## src/rtl/hsid_mse_comp.sv

```systemverilog
// hsid_mse_comp: tracks the running minimum and maximum MSE (value plus library
// reference index) of one pixel across the HSI library. A pixel is armed by start,
// ends once the clamped library_size results have been accepted, then pulses done
// and holds the min/max result until the next start or reset.
module hsid_mse_comp #(
    parameter int WORD_WIDTH            = 32,
    parameter int HSI_LIBRARY_SIZE      = 16,
    parameter int HSI_LIBRARY_SIZE_ADDR = $clog2(HSI_LIBRARY_SIZE)
) (
    input  logic                             clk,
    input  logic                             rst,
    input  logic                             start,
    input  logic [HSI_LIBRARY_SIZE_ADDR:0]   library_size,
    input  logic [WORD_WIDTH-1:0]            mse_value,
    input  logic [HSI_LIBRARY_SIZE_ADDR-1:0] mse_ref,
    input  logic                             mse_valid,
    output logic                             busy,
    output logic                             done,
    output logic [WORD_WIDTH-1:0]            min_mse_value,
    output logic [HSI_LIBRARY_SIZE_ADDR-1:0] min_mse_ref,
    output logic [WORD_WIDTH-1:0]            max_mse_value,
    output logic [HSI_LIBRARY_SIZE_ADDR-1:0] max_mse_ref
);

    localparam logic [1:0] S_IDLE  = 2'd0;
    localparam logic [1:0] S_TRACK = 2'd1;
    localparam logic [1:0] S_DONE  = 2'd2;

    localparam int               CNT_W   = HSI_LIBRARY_SIZE_ADDR + 1;
    localparam logic [CNT_W-1:0] LIB_MAX = CNT_W'(HSI_LIBRARY_SIZE);

    // A requested size beyond the library depth is clamped to the library depth.
    function automatic logic [CNT_W-1:0] clamp_target(input logic [CNT_W-1:0] size);
        if (size > LIB_MAX)
            return LIB_MAX;
        else
            return size;
    endfunction

    logic [1:0]       state;
    logic [CNT_W-1:0] count;
    logic [CNT_W-1:0] target;
    logic [CNT_W-1:0] start_target;
    logic             accept;
    logic             last_accept;

    assign start_target = clamp_target(library_size);

    // start has priority: a result arriving alongside start belongs to no pixel.
    assign accept      = (state == S_TRACK) && mse_valid && !start;
    assign last_accept = accept && ((count + CNT_W'(1)) == target);

    assign busy = (state == S_TRACK);
    assign done = (state == S_DONE);

    // Pixel sequencing: arm on start, count accepted results, one-cycle DONE, back to IDLE.
    always_ff @(posedge clk) begin
        if (rst) begin
            state  <= S_IDLE;
            count  <= '0;
            target <= '0;
        end else if (start) begin
            state  <= (start_target == '0) ? S_DONE : S_TRACK;
            count  <= '0;
            target <= start_target;
        end else begin
            case (state)
                S_TRACK: begin
                    if (accept) begin
                        count <= count + CNT_W'(1);
                        if (last_accept)
                            state <= S_DONE;
                    end
                end
                S_DONE:  state <= S_IDLE;
                S_IDLE:  state <= S_IDLE;
                default: state <= S_IDLE;
            endcase
        end
    end

    // Running min/max; strict compares so a tie keeps the earlier reference.
    always_ff @(posedge clk) begin
        if (rst || start) begin
            min_mse_value <= '1;
            min_mse_ref   <= '0;
            max_mse_value <= '0;
            max_mse_ref   <= '0;
        end else if (accept) begin
            if (mse_value < min_mse_value) begin
                min_mse_value <= mse_value;
                min_mse_ref   <= mse_ref;
            end
            if (mse_value > max_mse_value) begin
                max_mse_value <= mse_value;
                max_mse_ref   <= mse_ref;
            end
        end
    end

endmodule

```

## config.mk

```make
export PLATFORM = sky130hd
export DESIGN_NAME = hsid_mse_comp
export DESIGN_NICKNAME = d
export VERILOG_FILES = /design/src/rtl/hsid_mse_comp.sv
export SDC_FILE = /design/constraint.sdc
export NUM_CORES = 1
export LEC_CHECK = 0
export BUFFER_PORTS_ARGS = -buffer_cell sky130_fd_sc_hd__buf_4
export CAP_MARGIN = 20
export CORE_MARGIN = 5
export CORE_UTILIZATION = 35
export DETAILED_ROUTE_END_ITERATION = 7
export HOLD_SLACK_MARGIN = 0.06
export PLACE_DENSITY_LB_ADDON = 0.25
export SLEW_MARGIN = 10
export SYNTH_ARGS = -nofsm -noshare
export SYNTH_HDL_FRONTEND = slang
export SYNTH_SLANG_ARGS = --single-unit
```

## constraint.sdc

```tcl
create_clock -name clk -period 7.1 [get_ports clk]
set_clock_uncertainty 0.1 [all_clocks]
set_input_delay 1.065 -clock clk [delete_from_list [all_inputs] [get_ports clk]]
set_output_delay 1.065 -clock clk [all_outputs]
set_load 0.02 [all_outputs]
```

==> reports/metrics.yaml <==
post-route-period-util_pct: 51.28
reg2regPathDepth: 9
worstMarginPinSlew_ps: 939.5
worstPathRequired_ps: 7270
diodes: 0
synth.area.top_cells: "dfxtp_1, ha_1, mux2i_1"
fillerInstances: 1410
setup_slack_ps: 3459
p_leak_uw: 0.002821
finalPower_uw: 1093
regArea_um2: 1682
drive_gt1_share_pct: 20.70
fmax_ghz: 0.2747
avgSynthCellArea_um2: 8.271
cp-end-kind: "register"
synth_top_family_by_area: "simple AND/OR/NAND/NOR gates"
die_w_um: 129.7
start_util_pct: 35.83
cts_htree_levels: 3
wl_per_cell_um: 15.32
path_clk_slew_ps: 60
synth_compound_gate_area_share_pct: 14.55
die_h_um: 129.7
min_from: "min_mse_ref[1]$_SDFFE_PP0P_"
criticalPathCategory: "in2reg"
antenna_found_initial: 0
drcViolationCount: 0
min_period_ps: 3641
synth_nets: 715
drt-total-wl_um: 13710
grt-ovfl-total: 0
critPathMaxFanout: 28
place.gp.congestion: 0.7774
dpl_worst_slack_ps: 3062
via_per_inst: 5.082
synth_warnings: 0
cp-start-kind: "input port"
synth_xor_xnor_area_share_pct: 1.747
synth_adder_area_share_pct: 15.98
finalSetupViolations: 0
ant_nets: 0
hp-class: "reg2reg"
die_area_um2: 16810
dr.pass1.iters: 4
synthFlopType: "dfxtp_1"
peakVddDrop_v: 0.0001710
syn_area_um2: 5012
area_growth_pct: 26.44
cts_tree: "yes"
status: "complete, no violations"
cts_resized: 0
netlist_instances: 606
grt_pass1_wl_um: 22160
vias: 4548
clockBufferDepth: 2
crit_arrival_ps: 3810
drtIter0Drc: 151
r2r_slack_ps: 3890
grt_pass1_vias: 4455
synth-edff-count: 0
synth_common_cells: "dfxtp_1, nor2_1, ha_1, inv_1, a21oi_1"
cts_setup_buffers: 0
core_area_um2: 13990
yosysUniqueCellTypes: 47
cts_hold_buffers: 0
yosysSeqAreaShare_pct: 33.55
placementRows: 43
grtUsageTotal_pct: 16.55
cts_root_buf: "clkbuf_16"
fin_setup_tns_ps: 0
post-synth-top-count-cell: "dfxtp_1"
rr_startpoint: "min_mse_value[2]$_SDFFE_PP1P_"
cts_made_buffers: 9
synthMuxAreaShare_pct: 8.188
clk_latency_ps: 340
drv_cap: 0
whs_endpoint: "min_mse_ref[1]$_SDFFE_PP0P_"
synth_simple_gate_area_share_pct: 17.65
rsz0062_at_grt: "no"
power.density_nw_per_um2: 172.4
maxSlewHeadroom_pct: 35.75
multi_input_area_um2: 2950
top_level_ports: 119
async_flop_share_pct: 0
grt_start_max_net_pins: 102
fin_nets: 819
hold_depth: 2
synth_top_area_share_pct: 33.55
portBuffers: 118
clock_sinks: 84
r2r_end: "min_mse_value[28]$_SDFFE_PP1P_"
dp_hpwl_um: 10390
synth-seq-cells: 84
hold_viol: 0
synth_top_cell_by_area: "dfxtp_1"
maxSlewViolCount: 0
-- critical path: stages --
cell      delay [ps]
buf_4            130
ha_1             300
a211o_1          290
a31oi_1          160
o221ai_1         150
a211o_1          320
a211oi_4         570
buf_4            560
mux2i_1          240
-- flip-flops by register name, summed over array words and instances (netlist names) --
register,flops
count,5
max_mse_ref,4
max_mse_value,32
min_mse_ref,4
min_mse_value,32
state,2
target,5
-- final cells by class --
cell class / count / area share (%)
clock buffers: 12 / 4.047
clock inverters: 4 / 0.7502
inverters: 64 / 3.791
multi-input cells: 428 / 46.55
flip-flops and latches: 84 / 26.53
well taps: 180 / 3.554
repair buffers: 123 / 14.77
-- per-stage QoR --
| stage | util, % | hold WS, ps | cell area (um2) | instances |
|---|---|---|---|---|
| final | 45.30 | 363.8 | 6337 | 895 |
| after global routing | 45.30 | 384.6 | 6337 | 895 |
| after CTS | 45.16 | 364.0 | 6317 | 894 |
| after detailed placement | 42.99 | 350.5 | 6013 | 878 |
| after global placement | 42.99 | 345.8 | 6013 | 878 |
| after floorplan | - | 353.1 | 5012 | 606 |
-- how the worst max path moves through the flow --
| stage | start | endpoint | slack, ps | depth (start not counted) |
|---|---|---|---|---|
| floorplan | mse_value[2] | min_mse_ref[1]$_SDFFE_PP0P_ | 4090 | 9 |
| global placement | mse_value[2] | min_mse_ref[3]$_SDFFE_PP0P_ | 3190 | 9 |
| detailed placement | mse_value[2] | min_mse_value[28]$_SDFFE_PP1P_ | 3060 | 9 |
| CTS | mse_value[2] | min_mse_value[30]$_SDFFE_PP1P_ | 3430 | 9 |
| global route | mse_value[29] | min_mse_value[22]$_SDFFE_PP1P_ | 3320 | 8 |
| finish | mse_value[2] | min_mse_value[28]$_SDFFE_PP1P_ | 3460 | 9 |
-- layout by cell type (no fill, tap or decap), types with 2 or more instances in the layout --
cell type | Yosys | layout
buf_4 | 0 | 122
dfxtp_1 | 84 | 84
nor2_1 | 76 | 76
inv_1 | 64 | 64
ha_1 | 64 | 64
a21oi_1 | 62 | 62
nand3_1 | 41 | 41
mux2i_1 | 41 | 41
o21ai_0 | 36 | 36
nand2_1 | 28 | 28
nand4_1 | 11 | 11
clkbuf_16 | 0 | 9
a21o_1 | 7 | 7
xnor2_1 | 7 | 7
nand3b_1 | 5 | 5
nor2b_1 | 4 | 4
nand2b_1 | 4 | 4
or3_1 | 3 | 3
a211o_1 | 3 | 3
nor4_1 | 3 | 3
xor2_1 | 3 | 3
and3_1 | 2 | 2
a221oi_1 | 2 | 2
a2111oi_0 | 2 | 2
o21ai_1 | 2 | 2
o31ai_4 | 0 | 2
o211ai_1 | 2 | 2
clkinv_2 | 0 | 2
clkbuf_8 | 0 | 2
-- power by group --
group / switching (uW) / leakage [uW] / internal [uW] / total, uW
registers: 4.77 / 0.000680 / 477 / 482
clock network: 192 / 0.000149 / 291 / 482
logic: 72.3 / 0.00199 / 56.0 / 128
total: 269 / 0.00282 / 824 / 1090
-- metal layers --
layer  wire, um  GRT usage [%]  vias to the layer above
li1           -              -                     2293
met1       6028          20.80                     2111
met2       6541          27.42                      124
met3        902          4.575                       20
met4        236          5.501                        0
met5          0              0                        -
-- cells by family after synthesis --
family          count (synthesis)
compound gates                127
xor+xnor                       10
fa+ha+maj                      64
buf+inv                        94
flops                          84
mux                            41
simple gates                  186
(Power assumes the default switching activity.)
